[src/rtl/wsp_tap_ctrl_if.sv]
// Wrapper serial port signal bundle: TAP steering inputs, serial chain returns,
// and the decoded wrapper control / retimed serial outputs.
interface wsp_tap_ctrl_if;
    logic        tms;
    logic        wir_so;
    logic        wdr_so;
    logic        SelectWIR;
    logic        CaptureWR;
    logic        ShiftWR;
    logic        UpdateWR;
    logic        resetn;
    logic        wso;
    logic        wso_en;
    logic [3:0]  tap_state;
    logic [15:0] shift_count;

    modport slave (
        input  tms, wir_so, wdr_so,
        output SelectWIR, CaptureWR, ShiftWR, UpdateWR, resetn,
               wso, wso_en, tap_state, shift_count
    );

    modport master (
        output tms, wir_so, wdr_so,
        input  SelectWIR, CaptureWR, ShiftWR, UpdateWR, resetn,
               wso, wso_en, tap_state, shift_count
    );
endinterface

[src/rtl/wsp_tap_ctrl.sv]
// IEEE 1500 wrapper serial port controller: 1149.1-style TAP FSM on WRCK,
// Moore-decoded WIR controls, retimed WSO and a saturating shift counter.
//
// state | meaning
// TLR   F | test-logic-reset, resetn low      RTI   C | run-test/idle
// SELDR 7 | select DR column                  SELIR 4 | select IR column
// CAPDR 6 | capture DR                        CAPIR E | capture IR
// SHDR  2 | shift DR                          SHIR  A | shift IR
// EX1DR 1 | exit1 DR                          EX1IR 9 | exit1 IR
// PAUDR 3 | pause DR                          PAUIR B | pause IR
// EX2DR 0 | exit2 DR                          EX2IR 8 | exit2 IR
// UPDDR 5 | update DR                         UPDIR D | update IR
module wsp_tap_ctrl (
    input  logic            WRCK,
    input  logic            WRSTN,
    wsp_tap_ctrl_if.slave   bus
);

    typedef enum logic [3:0] {
        TLR   = 4'hF, RTI   = 4'hC,
        SELDR = 4'h7, CAPDR = 4'h6, SHDR  = 4'h2, EX1DR = 4'h1,
        PAUDR = 4'h3, EX2DR = 4'h0, UPDDR = 4'h5,
        SELIR = 4'h4, CAPIR = 4'hE, SHIR  = 4'hA, EX1IR = 4'h9,
        PAUIR = 4'hB, EX2IR = 4'h8, UPDIR = 4'hD
    } state_e;

    state_e      state_q, state_d;
    logic        wso_q, wso_d;
    logic        wso_en_q, wso_en_d;
    logic [15:0] cnt_q, cnt_d;
    logic        sel_wir, in_cap, in_shift, in_upd;

    always_ff @(posedge WRCK or negedge WRSTN) begin
        if (!WRSTN) begin
            state_q  <= TLR;
            wso_q    <= 1'b0;
            wso_en_q <= 1'b0;
            cnt_q    <= 16'd0;
        end else begin
            state_q  <= state_d;
            wso_q    <= wso_d;
            wso_en_q <= wso_en_d;
            cnt_q    <= cnt_d;
        end
    end

    always_comb begin
        state_d = state_q;
        unique case (state_q)
            TLR:   state_d = bus.tms ? TLR   : RTI;
            RTI:   state_d = bus.tms ? SELDR : RTI;
            SELDR: state_d = bus.tms ? SELIR : CAPDR;
            CAPDR: state_d = bus.tms ? EX1DR : SHDR;
            SHDR:  state_d = bus.tms ? EX1DR : SHDR;
            EX1DR: state_d = bus.tms ? UPDDR : PAUDR;
            PAUDR: state_d = bus.tms ? EX2DR : PAUDR;
            EX2DR: state_d = bus.tms ? UPDDR : SHDR;
            UPDDR: state_d = bus.tms ? SELDR : RTI;
            SELIR: state_d = bus.tms ? TLR   : CAPIR;
            CAPIR: state_d = bus.tms ? EX1IR : SHIR;
            SHIR:  state_d = bus.tms ? EX1IR : SHIR;
            EX1IR: state_d = bus.tms ? UPDIR : PAUIR;
            PAUIR: state_d = bus.tms ? EX2IR : PAUIR;
            EX2IR: state_d = bus.tms ? UPDIR : SHIR;
            UPDIR: state_d = bus.tms ? SELDR : RTI;
            default: state_d = TLR;
        endcase
    end

    // Controls decode only from the state register so tms cannot glitch them.
    always_comb begin
        sel_wir  = state_q inside {SELIR, CAPIR, SHIR, EX1IR, PAUIR, EX2IR, UPDIR};
        in_cap   = state_q inside {CAPDR, CAPIR};
        in_shift = state_q inside {SHDR, SHIR};
        in_upd   = state_q inside {UPDDR, UPDIR};
    end

    always_comb begin
        wso_d    = 1'b0;
        wso_en_d = 1'b0;
        cnt_d    = cnt_q;
        if (in_shift) begin
            wso_en_d = 1'b1;
            wso_d    = sel_wir ? bus.wir_so : bus.wdr_so;
        end
        if (in_cap) begin
            cnt_d = 16'd0;
        end else if (in_shift && (cnt_q != 16'hFFFF)) begin
            cnt_d = cnt_q + 16'd1;
        end
    end

    always_comb begin
        bus.SelectWIR   = sel_wir;
        bus.CaptureWR   = in_cap;
        bus.ShiftWR     = in_shift;
        bus.UpdateWR    = in_upd;
        bus.resetn      = (state_q != TLR);
        bus.wso         = wso_q;
        bus.wso_en      = wso_en_q;
        bus.tap_state   = state_q;
        bus.shift_count = cnt_q;
    end

endmodule
[src/flat_wrapper.sv]
// flat-port wrapper written by rule: the top's interface ports become plain ports
module wsp_tap_ctrl_flat 
  (WRCK, WRSTN, bus_tms, bus_wir_so, bus_wdr_so, bus_SelectWIR, bus_CaptureWR, bus_ShiftWR, bus_UpdateWR, bus_resetn, bus_wso, bus_wso_en, bus_tap_state, bus_shift_count);
  wsp_tap_ctrl_if bus_i ();
  input  logic WRCK;
  input  logic WRSTN;
  input wire logic [$bits(bus_i.tms)-1:0] bus_tms;
  input wire logic [$bits(bus_i.wir_so)-1:0] bus_wir_so;
  input wire logic [$bits(bus_i.wdr_so)-1:0] bus_wdr_so;
  output wire logic [$bits(bus_i.SelectWIR)-1:0] bus_SelectWIR;
  output wire logic [$bits(bus_i.CaptureWR)-1:0] bus_CaptureWR;
  output wire logic [$bits(bus_i.ShiftWR)-1:0] bus_ShiftWR;
  output wire logic [$bits(bus_i.UpdateWR)-1:0] bus_UpdateWR;
  output wire logic [$bits(bus_i.resetn)-1:0] bus_resetn;
  output wire logic [$bits(bus_i.wso)-1:0] bus_wso;
  output wire logic [$bits(bus_i.wso_en)-1:0] bus_wso_en;
  output wire logic [$bits(bus_i.tap_state)-1:0] bus_tap_state;
  output wire logic [$bits(bus_i.shift_count)-1:0] bus_shift_count;
  assign bus_i.tms = bus_tms;
  assign bus_i.wir_so = bus_wir_so;
  assign bus_i.wdr_so = bus_wdr_so;
  assign bus_SelectWIR = bus_i.SelectWIR;
  assign bus_CaptureWR = bus_i.CaptureWR;
  assign bus_ShiftWR = bus_i.ShiftWR;
  assign bus_UpdateWR = bus_i.UpdateWR;
  assign bus_resetn = bus_i.resetn;
  assign bus_wso = bus_i.wso;
  assign bus_wso_en = bus_i.wso_en;
  assign bus_tap_state = bus_i.tap_state;
  assign bus_shift_count = bus_i.shift_count;
  wsp_tap_ctrl u_core (.WRCK(WRCK), .WRSTN(WRSTN), .bus(bus_i));
endmodule
[config.mk]
export PLATFORM = sky130hd
export DESIGN_NAME = wsp_tap_ctrl_flat
export DESIGN_NICKNAME = d
export VERILOG_FILES = /design/src/rtl/wsp_tap_ctrl_if.sv /design/src/rtl/wsp_tap_ctrl.sv /design/src/flat_wrapper.sv
export SDC_FILE = /design/constraint.sdc
export NUM_CORES = 1
export LEC_CHECK = 0
export CORE_AREA = 2 2 64 48
export DETAILED_ROUTE_END_ITERATION = 12
export DIE_AREA = 0 0 66 50
export PLACE_DENSITY = 0.77
export SLEW_MARGIN = 20
export SYNTH_ARGS = -nofsm -noshare
export SYNTH_HDL_FRONTEND = slang
export SYNTH_SLANG_ARGS = --single-unit
[constraint.sdc]
create_clock -name WRCK -period 2.3 [get_ports WRCK]
set_input_delay 0.69 -clock WRCK [delete_from_list [all_inputs] [get_ports WRCK]]
set_output_delay 0.69 -clock WRCK [all_outputs]
set_load 0.01 [all_outputs]
# [After elaboration in Yosys (flattened, before gate mapping)]
# Cells that the tools add are included.
[totals] register_bits=22 out_inout_bits=27 elab_cells=50
[classes] addsub=1 n_eq_ne=17 n_mux=18 n_reduce_logical=10
[op_table] operator="$pmux W4 S12" count=1
[op_table] operator="$eq A4 B4 Y1 const B" count=8
[op_table] operator="$mux W16" count=2
[op_table] operator="$add A16 B1 Y16 const B" count=1
[op_table] operator="$eq A4 B3 Y1 const B" count=4
[op_table] operator="$ne A16 B16 Y1 const B" count=1
[op_table] operator="$mux W2" count=6
[op_table] operator="$mux W3" count=4
[op_table] operator="$eq A4 B2 Y1 const B" count=2
[op_table] operator="$reduce_bool A2 Y1" count=4
[op_table] operator="$reduce_bool A7 Y1" count=1
[op_table] operator="$eq A4 B1 Y1 const B" count=1
[op_table] operator="$logic_not A4 Y1" count=1
[op_table] operator="$mux W1" count=4
[op_table] operator="$mux W4" count=1
[op_table] operator="$ne A4 B4 Y1 const B" count=1
[op_table] operator="$reduce_or A2 Y1" count=2
[op_table] operator="$reduce_or A3 Y1" count=1
[op_table] operator="$logic_and A1 B1 Y1" count=1

# [Logic depth before layout (Yosys ltp)]
[logic_depth] depth_word=5 mapped_depth=6

# [Least setup slack after synthesis]
# Ideal clock, no wire load.
[synth_path] kind="register to output" from="register u_core.state_q[2], in the netlist u_core.bus.tap_state[2]" to="output port bus_SelectWIR" arrival_time_ps=1489 required_ps=1610 setup_slack_ps=121 stages_incl_launch_ff=5 path_buffers=1 path_cell_list="dfstp_2 -> buf_2 -> or3b_2 -> a21oi_1 -> nand2b_1"
[synth_via] elab_chain_cells=2 word_cells_on_any_way=8
[synth_lines] item="start: declaration" line_no="wsp_tap_ctrl.sv:27" source="state_e state_q, state_d;"
[synth_lines] item="start signal: assignment" line_no="wsp_tap_ctrl.sv:40" source="state_q <= state_d;"
[synth_lines] item="$eq A4 B3 Y1 / $eq A4 B4 Y1 (equally long branches)" line_no="wsp_tap_ctrl.sv:72" source="sel_wir = state_q inside {SELIR, CAPIR, SHIR, EX1IR, PAUIR, EX2IR, UPDIR};"
[synth_lines] item="$reduce_bool A7 Y1 (*)" line_no="wsp_tap_ctrl.sv:72"
[synth_lines] item="end: declaration" line_no="flat_wrapper.sv:10" source="output wire logic [$bits(bus_i.SelectWIR)-1:0] bus_SelectWIR;"
# Every way passes the cells marked *; elsewhere a longest branch is shown, timed or not.

# [Worst setup path in the final report]
[layout_path] from="register u_core.state_q[1], in the netlist u_core.bus.tap_state[1]" to="output port bus_tap_state[1]"
[layout_lines] item="end: declaration" line_no="flat_wrapper.sv:17" source="output wire logic [$bits(bus_i.tap_state)-1:0] bus_tap_state;"
# No word-level cell between the ends.

==> run metrics <==
TritonCTS clock tree=built; TritonCTS Buffers=3; synthesized area per cell=9.47 sq um; Worst setup SP type=flip-flop; Max transition margin=0.542; Flop pwr share=0.353; Max FO, Critical Path=4; dpl ws=-154 ps; share of cells above drive strength 1=0.166; clk buf depth=2; drt drc=0; VDD IR-drop max=465 uV; Pint=943 uW; Critical Path AT=1570 ps; nets=183; DRT Pass-1 Iters=4; Hold Buf Count CTS=0; vias per cell=5.94; Worst Hold Class=flip-flop to flip-flop; compound-cell area share of the yosys netlist=0.216; core area=2680 sq um; crit-path cells=buf_4 > buf_4 > clkdlybuf4s50_1; chip width=66 microns; initial antenna violation count=0; multiplexer area fraction after synthesis=0.0161; ys async rst share=1.00; worst setup margin=44.1 ps; switch share=0.362; CP endpoint kind=output pin; drt total wl=3.17 mm; Final HPWL DP=2.27 mm; XOR/XNOR Fraction of Synth Area=0; status=completed; vias post-DR=1,254; total negative slack=0 ps; Max Cap Viol=0; CP top delay family=buffers and inverters; largest net degree at the start of global routing=23; initial drt markers=64; Seq cells post-synth=22; Unique masters post-synth=42; Leak=0.000707 uW; Initial Util=0.463; row cnt=16; PD cells=861 nW/um^2; total congestion overflow=0; Slew @ Worst Pin=679 ps; clock network power share=0.158; crit path buf inv count=3; Die ar.=3300 sq um; RSZ-0062 raised after global routing=false; post-synthesis instance total=131; Sink Count=22; Max stage delay cell, worst path=dfstp_2; design area=1720 sq um; P_sw=534 uW; first-pass GRT wire length=5.16 mm; I/O Pins=32; filler instances=238; ANT cells=0; syn_nets=137; Comb pwr share=0.489; number of flops mapped to enable cells by yosys=0; H-tree depth=1; Post-DRT Antenna Nets=0; Final period util=0.981; max-slew violations=0; gp weighted congestion=0.866; Adder-Cell Fraction of Synth Area=0.0101; area of placed instances=1660 sq um; drt wl/cell=15.0 microns; Primary FF master, synth=dfrtp_1; later-pin clock latency in the skew report=260 ps; CTS root buffer=clkbuf_8; Reg clk slew, reported paths=70 ps; vias in the first global route=1,074; WS Path Type=flip-flop to output pin; sequential cell area fraction in the yosys report=0.448; mapped cell area=1240 sq um; Synth Warn #=0; area delta synth->final=38.2%; die height=50 microns; CP Data Required Time=1610 ps; cell mode on critical path=buf_4; Final min period=2260 ps; PortBufs=31; slowest stage delay, CP=570 ps; fmax=443 MHz; Final setup viols=0; Final Hold Viols=0; Simple-Gate Fraction of Synth Area=0.263; Layout Skew=1.60 ps; GRT Overall Usage=0.202; largest family of logic cells by synthesized area=simple AND/OR/NAND/NOR gates
[worst paths after layout]
| kind | start | to | slack (ps) | cells after the start |
|---|---|---|---|---|
| min in group asynchronous | WRSTN | u_core.bus.shift_count[11] | 770 | 2 |
| min reg2reg | u_core.bus.shift_count[6] | u_core.bus.shift_count[6] | 600 | 1 |
| max in group asynchronous | WRSTN | u_core.bus.tap_state[2] | 1250 | 2 |
| min | u_core.bus.shift_count[6] | u_core.bus.shift_count[6] | 600 | 1 |
| max | u_core.bus.tap_state[1] | bus_tap_state[1] | 40 | 3 |
| max reg2reg | u_core.bus.tap_state[1] | u_core.bus.shift_count[14] | 230 | 6 |
[synth_stat cells, drive strengths merged (2+ instances only)]
library cell	number	area (sq um)
buf	3	23.8
nand2b	4	25.0
or3b	2	20.0
o31ai	6	45.0
nor3	3	15.0
o41ai	3	33.8
o211ai	2	15.0
nand3	8	40.0
nand2	10	37.5
nor2	8	30.0
and4	2	17.5
o21ai	6	30.0
nor4	2	12.5
dfrtp	18	450
mux2i	2	20.0
a21oi	11	55.1
and3	2	12.5
or4	5	37.5
a311oi	2	17.5
inv	6	22.5
dfstp	4	105
nand4	7	58.8
[cells by family (layout without fill, tap and decap cells)]
family | Yosys count | count (layout)
mux | 2 | 2
flops | 22 | 22
compound gates | 39 | 39
simple gates | 56 | 56
buf+inv | 11 | 55
fa+ha+maj | 1 | 1
[per-layer routing]
layer,up-vias,track usage,share of wire
li1,594,-,-
met1,621,0.296,0.48
met2,35,0.301,0.45
met3,4,0.0502,0.055
met4,0,0.0442,0.0082
met5,-,0,0
[per-stage QoR]
stage | std cells | util | hold WS [ps] | power (uW)
final | 211 | 0.639 | 601 | 1480
after global routing | 211 | 0.639 | 621 | 1570
after CTS | 211 | 0.639 | 585 | 1470
after detailed placement | 206 | 0.618 | 570 | 1220
after global placement | 206 | 0.618 | 520 | 1210
after floorplan | 131 | - | 394 | 891
[sequential cells by signal, summed over array words and instances (netlist names)]
signal and count:
u_core.bus.shift_count 16, u_core.bus.tap_state 4, u_core.bus.wso 1, u_core.bus.wso_en 1
[power by group through the flow]
stage	Clock [uW]	Combinational, uW	Sequential [uW]
2_1_floorplan	0	341	549
3_3_place_gp	0	683	527
3_5_place_dp	0	691	530
4_1_cts	240	715	515
5_1_grt	255	789	527
6_report	234	722	521
[cell usage in the layout (no fill, tap or decap), drive strengths merged, types with 2 or more instances in the layout]
| master | n |
|---|---|
| nor3 | 3 |
| mux2i | 2 |
| inv | 6 |
| clkbuf | 3 |
| or3b | 2 |
| o21ai | 6 |
| a311oi | 2 |
| or4 | 5 |
| nor4 | 2 |
| nand3 | 8 |
| dlygate4sd2 | 3 |
| a21oi | 11 |
| nor2 | 8 |
| o41ai | 3 |
| o211ai | 2 |
| o31ai | 6 |
| clkdlybuf4s50 | 27 |
| dfstp | 4 |
| and4 | 2 |
| nand2b | 4 |
| buf | 15 |
| nand4 | 7 |
| dfrtp | 18 |
| and3 | 2 |
| nand2 | 10 |
[timing repair]
item                                    in CTS  in global routing
endpoints found under the hold margin        0                  0
pin swaps                                    1                  0
resized for setup                           10                  1
setup buffers                                2                  0
endpoints found under the setup margin       4                  1
[final cells by class]
class / count / area (sq um) / area share
Tap cell: 36 / 45.0 / 0.0263
Timing Repair Buffer: 45 / 407 / 0.237
Multi-Input combinational cell: 98 / 636 / 0.371
Sequential cell: 22 / 556 / 0.324
Clock buffer: 3 / 41.3 / 0.0241
Inverter: 7 / 31.3 / 0.0182
Note: power is estimated with default switching activity, not from simulation.
